--- src/rtl/alu_ctrl_pkg.sv ---
// alu_ctrl_pkg: shared ALU operation classes, ALU codes and funct7 constants for the RV32I datapath.
package alu_ctrl_pkg;
    localparam logic [1:0] LOADSTORE = 2'b00;
    localparam logic [1:0] BRANCH    = 2'b01;
    localparam logic [1:0] RTYPE     = 2'b10;
    localparam logic [1:0] ITYPE     = 2'b11;
    localparam logic [3:0] ALU_AND  = 4'b0000;
    localparam logic [3:0] ALU_OR   = 4'b0001;
    localparam logic [3:0] ALU_ADD  = 4'b0010;
    localparam logic [3:0] ALU_XOR  = 4'b0011;
    localparam logic [3:0] ALU_SLL  = 4'b0100;
    localparam logic [3:0] ALU_SRL  = 4'b0101;
    localparam logic [3:0] ALU_SUB  = 4'b0110;
    localparam logic [3:0] ALU_SRA  = 4'b0111;
    localparam logic [3:0] ALU_SLT  = 4'b1000;
    localparam logic [3:0] ALU_SLTU = 4'b1001;
    localparam logic [6:0] F7_BASE = 7'h00;
    localparam logic [6:0] F7_ALT  = 7'h20;
endpackage

--- src/rtl/alu_control_unit_if.sv ---
// alu_control_unit_if: instruction-field inputs and registered control outputs of the ALU-control decoder.
interface alu_control_unit_if;
    logic [6:0] i_Funct7;
    logic [2:0] i_Funct3;
    logic [1:0] i_ALUOp;
    logic [3:0] o_ALUControlLines;
    logic       o_Illegal;
    modport master (output i_Funct7, i_Funct3, i_ALUOp, input o_ALUControlLines, o_Illegal);
    modport slave  (input i_Funct7, i_Funct3, i_ALUOp, output o_ALUControlLines, o_Illegal);
endinterface

--- src/rtl/alu_ctrl_decode.sv ---
// alu_ctrl_decode: combinational ALUOp/funct3/funct7 to ALU code decode with unsupported-funct7 detection.
module alu_ctrl_decode
    import alu_ctrl_pkg::*;
(
    input  logic [1:0] alu_op_i,
    input  logic [2:0] funct3_i,
    input  logic [6:0] funct7_i,
    output logic [3:0] alu_ctrl_o,
    output logic       illegal_o
);
    logic [3:0] r_code;
    logic       alt;
    logic       f7_bad;
    always_comb begin
        alt    = funct7_i[5];
        f7_bad = (funct7_i != F7_BASE) && (funct7_i != F7_ALT);
        case (funct3_i)
            3'b000:  r_code = alt ? ALU_SUB : ALU_ADD;
            3'b001:  r_code = ALU_SLL;
            3'b010:  r_code = ALU_SLT;
            3'b011:  r_code = ALU_SLTU;
            3'b100:  r_code = ALU_XOR;
            3'b101:  r_code = alt ? ALU_SRA : ALU_SRL;
            3'b110:  r_code = ALU_OR;
            default: r_code = ALU_AND;
        endcase
        // I-type has no SUBI: funct7 of an ADDI is immediate bits, not an opcode modifier
        alu_ctrl_o = (alu_op_i == LOADSTORE) ? ALU_ADD :
                     (alu_op_i == BRANCH) ? ALU_SUB :
                     (alu_op_i == ITYPE && funct3_i == 3'b000) ? ALU_ADD : r_code;
        illegal_o  = f7_bad && ((alu_op_i == RTYPE) ||
                     (alu_op_i == ITYPE && (funct3_i == 3'b001 || funct3_i == 3'b101)));
    end
endmodule

--- src/rtl/alu_control_unit.sv ---
// alu_control_unit: registered ALU-control decoder; outputs valid one clock after inputs are sampled.
module alu_control_unit
    import alu_ctrl_pkg::*;
(
    input  logic i_Clk,
    input  logic i_Rst,
    alu_control_unit_if.slave bus
);
    logic [3:0] code_d, code_q;
    logic       ill_d, ill_q;
    alu_ctrl_decode u_decode (
        .alu_op_i   (bus.i_ALUOp),
        .funct3_i   (bus.i_Funct3),
        .funct7_i   (bus.i_Funct7),
        .alu_ctrl_o (code_d),
        .illegal_o  (ill_d)
    );
    always_ff @(posedge i_Clk) begin
        if (i_Rst) begin
            code_q <= ALU_ADD;
            ill_q  <= 1'b0;
        end else begin
            code_q <= code_d;
            ill_q  <= ill_d;
        end
    end
    assign bus.o_ALUControlLines = code_q;
    assign bus.o_Illegal         = ill_q;
endmodule

--- src/flat_wrapper.sv ---
// flat-port wrapper written by rule: the top's interface ports become plain ports
module alu_control_unit_flat import alu_ctrl_pkg::*;
  (i_Clk, i_Rst, bus_i_Funct7, bus_i_Funct3, bus_i_ALUOp, bus_o_ALUControlLines, bus_o_Illegal);
  alu_control_unit_if bus_i ();
  input  logic i_Clk;
  input  logic i_Rst;
  input wire logic [$bits(bus_i.i_Funct7)-1:0] bus_i_Funct7;
  input wire logic [$bits(bus_i.i_Funct3)-1:0] bus_i_Funct3;
  input wire logic [$bits(bus_i.i_ALUOp)-1:0] bus_i_ALUOp;
  output wire logic [$bits(bus_i.o_ALUControlLines)-1:0] bus_o_ALUControlLines;
  output wire logic [$bits(bus_i.o_Illegal)-1:0] bus_o_Illegal;
  assign bus_i.i_Funct7 = bus_i_Funct7;
  assign bus_i.i_Funct3 = bus_i_Funct3;
  assign bus_i.i_ALUOp = bus_i_ALUOp;
  assign bus_o_ALUControlLines = bus_i.o_ALUControlLines;
  assign bus_o_Illegal = bus_i.o_Illegal;
  alu_control_unit u_core (.i_Clk(i_Clk), .i_Rst(i_Rst), .bus(bus_i));
endmodule
--- config.mk ---
export PLATFORM = sky130hd
export DESIGN_NAME = alu_control_unit_flat
export DESIGN_NICKNAME = d
export VERILOG_FILES = /design/src/rtl/alu_ctrl_pkg.sv /design/src/rtl/alu_control_unit_if.sv /design/src/rtl/alu_ctrl_decode.sv /design/src/rtl/alu_control_unit.sv /design/src/flat_wrapper.sv
export SDC_FILE = /design/constraint.sdc
export NUM_CORES = 1
export LEC_CHECK = 0
export BUFFER_PORTS_ARGS = -buffer_cell sky130_fd_sc_hd__buf_2
export CAP_MARGIN = 30
export CORE_AREA = 4 4 41 43
export CTS_BUF_LIST = sky130_fd_sc_hd__clkbuf_8
export DETAILED_ROUTE_END_ITERATION = 6
export DIE_AREA = 0 0 45 47
export GPL_TIMING_DRIVEN = 0
export HOLD_SLACK_MARGIN = 0.03
export PLACE_DENSITY = 0.51
export SETUP_SLACK_MARGIN = 0.5
export SLEW_MARGIN = 20
export SYNTH_ARGS = -nofsm -noshare
export SYNTH_HDL_FRONTEND = slang
export SYNTH_HIERARCHICAL = 1
export SYNTH_SLANG_ARGS = --single-unit
--- constraint.sdc ---
create_clock -name i_Clk -period 0.8 [get_ports i_Clk]
set_input_delay 0.04 -clock i_Clk [delete_from_list [all_inputs] [get_ports i_Clk]]
set_output_delay 0.04 -clock i_Clk [all_outputs]
set_load 0.05 [all_outputs]
Yosys cells after proc, flatten, opt, wreduce, memory -nomap -nowiden
Index checks and enable logic that the tools add are counted.
Word-level totals
  bits in latches: 0
  bits in writable memories: 0
  register bits: 5
  logic and storage cells: 29
  input bits: 14
  output and inout port bits: 5
  memories kept: 0
  memory bits (read-only): 0
Cells by class
  muxes and demuxes: 5
  div/mod/pow operators: 0
  shift-type cells: 0
  bitwise gates (word level): 0
  eq/ne operators: 10
  $add $sub $neg: 0
  reductions and logical operators: 11
  $mul: 0
  order comparisons: 0
Operators by type and width (number)
  4-bit one-hot mux with 7 select lines: 1
  3-bit equality test, second input constant: 3
  3-bit 2-to-1 mux: 3
  7-bit by 6-bit != test with 1-bit output, second input constant: 1
  7-bit nonzero test: 1
  3-bit by 2-bit equality test with 1-bit output, second input constant: 2
  2-bit equality test, second input constant: 2
  1-bit logical AND: 4
  4-bit OR reduction: 1
  3-bit by 1-bit equality test with 1-bit output, second input constant: 1
  3-bit logical NOT: 1
  2-bit by 1-bit equality test with 1-bit output, second input constant: 1
  2-bit logical NOT: 1
  1-bit logical OR: 2
  2-bit 2-to-1 mux: 1
  2-bit OR reduction: 1

Longest topological paths before layout
Gate-level depths: netlist of run 1.
  word-level depth: 5
  depth in mapped cells: 4
  mapped depth without buffers: 4

Cells and area by module
Netlist of run 1, hierarchy kept.
By module, submodules not included
  alu_control_unit: sequential area each 100.1 um2, cells an instance 10, instances 1, area each 141.4 um2
  alu_ctrl_decode: sequential area each 0.0 um2, cells an instance 17, instances 1, area each 92.6 um2

Least setup slack after synthesis of run 1
Ideal clock, no wire load.
  path kind: input to register
  from: in bus_i_Funct7[1]
  to: reg u_core.ill_q, in the netlist u_core/bus.o_Illegal
  path buffers: 0
  data required time: 0.684 ns
  slack: 0.140 ns
  cell stages on the path: 3
  arrival time: 0.545 ns
  setup time: 0.116 ns
  cells stage by stage: nor4_1 a21oi_1 and2b_2
On the way
  cells in the longest elaborated chain, start to end: 3
  elaborated cells between the ends (all ways): 4
  classes of those cells: eq/ne (1); reduce/logical (3)
RTL lines
  start: declaration: line flat_wrapper.sv:7  | input wire logic [$bits(bus_i.i_Funct7)-1:0] bus_i_Funct7;
  7-bit by 6-bit != test with 1-bit output or 7-bit nonzero test (tied branches): line alu_ctrl_decode.sv:16  | f7_bad = (funct7_i != F7_BASE) && (funct7_i != F7_ALT);
  1-bit logical AND (*): line alu_ctrl_decode.sv:16
  1-bit logical AND (*): line alu_ctrl_decode.sv:31  | illegal_o = f7_bad && ((alu_op_i == RTYPE) ||
  via u_core.ill_d: line alu_control_unit.sv:10  | logic ill_d, ill_q;
  end signal: assignment: line alu_control_unit.sv:24  | ill_q <= ill_d;
  end: declaration: line alu_control_unit.sv:10
Mark *: on every way through the listed nets, which the timed path passes. The rest lies on a longest branch.
A chain may end at the register's enable or synchronous reset.

Worst setup path after layout of run 1
  from: reg u_core.code_q[1], in the netlist u_core/bus.o_ALUControlLines[1]
  to: out bus_o_ALUControlLines[1]
RTL lines
  start: declaration: line alu_control_unit.sv:9  | logic [3:0] code_d, code_q;
  start signal: assignment: line alu_control_unit.sv:23  | code_q <= code_d;
  end: declaration: line flat_wrapper.sv:10  | output wire logic [$bits(bus_i.o_ALUControlLines)-1:0] bus_o_ALUControlLines;
No word-level cell between the ends.

==> out/metrics.cfg, run 1 <==
[finish]
area_delta_synth_final_pct=136
final-instance-count-excl-fill=65
num-fill-cells=139
layout_common_cells=buf_2, buf_8, buf_6
n_antenna_cell=0
layout.nets=65
drive_gt1_share_pct=74.0
fin_area_um2=552

[sta]
fin_tns_setup_ns=0
fmax_mhz=1370
rsz0062_at_grt=true
fin_crit_ns=0.730
finalHoldViolations=0
final-setup-viol-count=0
worst_slew_pin_slew_ns=0.184
period_share_pct=91.2
slew_violations=0
slew_headroom_pct=87.6

[global_route]
grt_pass1_wl_um=828
grt_start_max_net_pins=7
grt_usage_pct=6.17
antenna_found_initial=0
grt_pass1_vias=218
grt_overflow_total=0

[run_status]
status=finished clean

[worst_hold_path]
hold_depth=2
hp-class=primary input to flop

[clock_tree]
numClockSinks=5
clock_path_buffers=2
htreeDepth=1
cts-root-buf=clkbuf_8
cts_tree=built
clkTransAtPathRegs_ns=0.03
cts_buffers=3

[setup_path]
cp.required_ns=0.76
cp-startpoint=u_core/bus.o_ALUControlLines[1]
worstPathCellList=buf_8
cp_max_fo=1
startpoint_type=flop
max_stage_delay_ns=0.33
criticalPathCategory=flop to output port
cp-endpoint=bus_o_ALUControlLines[1]
crit_buf_inv=1
cp-end-kind=output port
crit_arrival_ns=0.69
crit_family=flip-flops
slowest_stage=dfxtp_4
cp.depth=1

[logic_synthesis]
netlist_instances=27
seq_area_frac_synth_pct=42.8
synth.net_count=41
syn_area_um2=234
synth.distinct_cells=14
syn_area_per_cell_um2=8.67
synth.ff_latch_count=5
ys_warn_count=6

[floorplanning]
start_util_pct=18.0
die_h_um=47
dieWidth_um=45
ioPinCount=19
die_area_mm2=0.00212
core_mm2=0.00130
rows=13

[drt]
vias=247
ant_nets=0
initialDrtViolationCount=1
post_drt_wl_per_cell_um=8.91
drcViolationCount=0
drt_wl_total_um=579
via_per_inst=3.80
first_pass_iters=2

[pwr]
leakagePower_nw=0.252
ir_drop_uv=551
finalPower_mw=0.916
p_per_area_mw_per_mm2=1660

[place]
placed_area_um2=392
io_buffer_count=18
gp_congestion=0.664
dp.cells=60

[flow_run]
cap_violations=0

-- routing by layer --
layer | up-vias | part of all wire [%] | track usage, %
met5 | - | 0 | 0
met2 | 13 | 50 | 9.32
li1 | 134 | - | -
met1 | 100 | 33 | 5.01
met3 | 0 | 17 | 4.21
met4 | 0 | 0 | 7.02
-- cells by family (layout without fill, tap and decap cells) --
logic type | Yosys count | in the layout | synth area share (%)
DFF | 5 | 5 | 42.8
xor gates and xnor gates | 1 | 1 | 3.74
and+or+nand+nor | 14 | 14 | 38.0
AOI/OAI and AO/OA | 6 | 6 | 13.9
buffers and inverters | 1 | 24 | 1.60
-- worst min path at each step --
stage	slack, ns	from	endpoint
floorplan	0.14	i_Rst	u_core/bus.o_ALUControlLines[1]
global placement	0.29	i_Rst	u_core/bus.o_ALUControlLines[1]
detailed placement	0.28	i_Rst	u_core/bus.o_ALUControlLines[1]
CTS	0.05	i_Rst	u_core/bus.o_ALUControlLines[1]
global route	0.07	i_Rst	u_core/bus.o_ALUControlLines[1]
finish	0.05	i_Rst	u_core/bus.o_ALUControlLines[1]
-- area by class of cell --
cell class	count	area, um2	share of cell area [%]
inverters	1	3.75	0.680
clock buffers	3	41.3	7.48
repair buffers	19	196	35.6
multi-input cells	21	171	31.1
flip-flops and latches	5	116	21.1
well taps	15	18.8	3.40
clock inverters	1	3.75	0.680
-- state kept, by name, summed over array words and instances, names as in the netlist --
name / count
u_core/bus.o_Illegal: 1
u_core/bus.o_ALUControlLines: 4
-- through the flow --
| stage | setup slack, ns | hold slack, ns | util (%) |
|---|---|---|---|
| finish | 0.0703 | 0.0508 | 42.4 |
| global route | 0.0540 | 0.0729 | 42.4 |
| CTS | 0.0617 | 0.0512 | 42.2 |
| detailed placement | -0.00329 | 0.280 | 30.1 |
| global placement | -0.00840 | 0.291 | 30.1 |
| floorplan | 0.156 | 0.139 | - |
-- report_power, final --
part	switching, mW	internal, mW	total [mW]
clock	0.112	0.328	0.440
combinational	0.0961	0.116	0.212
sequential	0.00698	0.257	0.264
-- cell usage after synthesis --
master | n | area (um2)
nor2b_1 | 2 | 12.5
or2_1 | 1 | 6.26
nor4_1 | 1 | 6.26
xnor2_1 | 1 | 8.76
dfxtp_1 | 5 | 100
inv_1 | 1 | 3.75
a21boi_0 | 1 | 7.51
nor3b_1 | 1 | 7.51
nor2_1 | 2 | 7.51
a21oi_1 | 1 | 5.00
o21ai_0 | 4 | 20.0
and2b_2 | 4 | 35.0
and2_1 | 1 | 6.26
nand2_1 | 2 | 7.51
-- repair_timing --
item,CTS,global route
hold buffers,0,0
resized for setup,30,1
setup endpoints to repair,10,10
pin swaps,7,0
buffers inserted,1,0
cloned,0,0
Note: power is estimated with default switching activity, not from simulation.
==> inputs of run 2 (changes only) <==
==> constraint.sdc (replaced) <==
create_clock -name i_Clk -period 0.8 [get_ports i_Clk]
set_input_delay 0.16 -clock i_Clk [delete_from_list [all_inputs] [get_ports i_Clk]]
set_output_delay 0.16 -clock i_Clk [all_outputs]
set_load 0.05 [all_outputs]
==> out/metrics.cfg, run 2 (synthesis results as in run 1) <==
[drt]
via_per_inst=3.82  ; was 3.80
initialDrtViolationCount=1  ; unchanged
first_pass_iters=2  ; unchanged
ant_nets=0  ; unchanged
drt_wl_total_um=607  ; was 579 um
post_drt_wl_per_cell_um=9.34  ; was 8.91 um
drcViolationCount=0  ; unchanged
vias=248  ; was 247

[setup_path]
crit_arrival_ns=0.69  ; about the same
criticalPathCategory=flop to output port  ; unchanged
cp-end-kind=output port  ; unchanged
max_stage_delay_ns=0.33  ; about the same
cp_max_fo=1  ; unchanged
crit_family=flip-flops  ; unchanged
worstPathCellList=buf_8  ; unchanged
cp.required_ns=0.64  ; was 0.76 ns
crit_buf_inv=1  ; unchanged
slowest_stage=dfxtp_4  ; unchanged
startpoint_type=flop  ; unchanged

[global_route]
grt_pass1_wl_um=828  ; unchanged
grt_start_max_net_pins=7  ; unchanged
grt_overflow_total=0  ; unchanged
antenna_found_initial=0  ; unchanged
grt_pass1_vias=218  ; unchanged
grt_usage_pct=6.17  ; unchanged

[clock_tree]
clock_path_buffers=2  ; unchanged
htreeDepth=1  ; unchanged
cts_buffers=3  ; unchanged
cts_tree=built  ; unchanged
cts_hold_buf=0  ; unchanged
numClockSinks=5  ; unchanged
cts-root-buf=clkbuf_8  ; unchanged
clkTransAtPathRegs_ns=0.03  ; about the same

[sta]
fin_tns_setup_ns=-0.225  ; was 0 ns
fin_crit_ns=0.850  ; was 0.730 ns
period_share_pct=106  ; was 91.2%
slew_violations=0  ; unchanged
worst_slew_pin_slew_ns=0.184  ; unchanged
rsz0062_at_grt=true  ; unchanged
final-setup-viol-count=5  ; was 0
slew_headroom_pct=87.6  ; unchanged
whs_ns=0.171  ; was 0.0508 ns
finalHoldViolations=0  ; unchanged
fmax_mhz=1180  ; was 1370 MHz
fin_ws_ns=-0.0497  ; was 0.0703 ns

[floorplanning]
ioPinCount=19  ; unchanged
die_h_um=47  ; unchanged
dieWidth_um=45  ; unchanged
core_mm2=0.00130  ; unchanged
rows=13  ; unchanged
start_util_pct=18.0  ; unchanged
die_area_mm2=0.00212  ; unchanged

[place]
place_ws_ns=-0.123  ; was -0.00329 ns
io_buffer_count=18  ; unchanged
placed_area_um2=392  ; unchanged
gp_congestion=0.664  ; unchanged
dp.cells=60  ; unchanged

[finish]
fin_area_um2=577  ; was 552 um2
layout_commonest_cell=buf_8
final-instance-count-excl-fill=65  ; unchanged
area_delta_synth_final_pct=147  ; was 136%
fin_util_pct=44.3  ; was 42.4%
layout.area.seq_um2=116  ; unchanged
layout_common_cells=buf_8, buf_2  ; was buf_2, buf_8, buf_6
largest_register_ffs=4  ; unchanged
num-fill-cells=135  ; was 139
drive_gt1_share_pct=76.0  ; was 74.0%
multiInputGateArea_um2=185  ; was 171 um2
n_antenna_cell=0  ; unchanged
layout.nets=65  ; unchanged

[run_status]
violations=setup timing
status=complete, but fails checks  ; was finished clean

[pwr]
seq_power_share_pct=28.4  ; was 28.9%
finalPower_mw=0.932  ; was 0.916 mW
p_per_area_mw_per_mm2=1620  ; was 1660 mW/mm2
ir_drop_uv=521  ; was 551 uV
p_clk_share_pct=47.2  ; was 48.0%
p_sw_share_pct=23.5  ; about the same
p_comb_share_pct=24.5  ; was 23.1%
p_switching_mw=0.219  ; was 0.215 mW
leakagePower_nw=0.265  ; was 0.252 nW
intPower_mw=0.713  ; was 0.701 mW

[worst_hold_path]
hp-class=primary input to flop  ; unchanged

[flow_run]
cap_violations=0  ; unchanged

[run 2: cell counts in the layout (fill, tap and decap cells not counted)]
Identical to the previous run, type by type.
[run 2: final timing paths]
path                       startpoint  depth (start not counted)  slack (ns)                              end
max   u_core/bus.o_ALUControlLines[1]                          1       -0.05         bus_o_ALUControlLines[1]
min                             i_Rst                          2        0.17  u_core/bus.o_ALUControlLines[1]
[run 2: layout make-up]
cell class / instances / area share [%]
Clock buffer: 3 / 7.16
Clock inverter: 1 / 0.651
Inverter: 1 / 0.651
Multi-Input combinational cell: 21 / 32.1
Sequential cell: 5 / 20.2
Tap cell: 15 / 3.25
Timing Repair Buffer: 19 / 36.0
[run 2: power by group through the flow]
| stage | clock network (mW) | registers, mW | logic (mW) |
|---|---|---|---|
| after floorplan | 0 | 0.308 | 0.0443 |
| after global routing | 0.472 | 0.265 | 0.243 |
| after global placement | 0 | 0.262 | 0.158 |
| after CTS | 0.458 | 0.265 | 0.213 |
| final | 0.440 | 0.264 | 0.228 |
| after detailed placement | 0 | 0.262 | 0.158 |
[run 2: per-layer routing]
metal	up-vias	share of wire, %	wire length [um]	GRT usage [%]
li1	134	-	-	-
met1	101	32	196	5.01
met2	13	52	314	9.32
met3	0	16	96	4.21
met4	0	0	0	7.02
met5	-	0	0	0
[run 2: timing repair]
action,CTS,global route
setup buffers,1,0
hold endpoints to repair,0,0
setup endpoints to repair,10,10
pin swaps,7,2
resized for setup,30,7
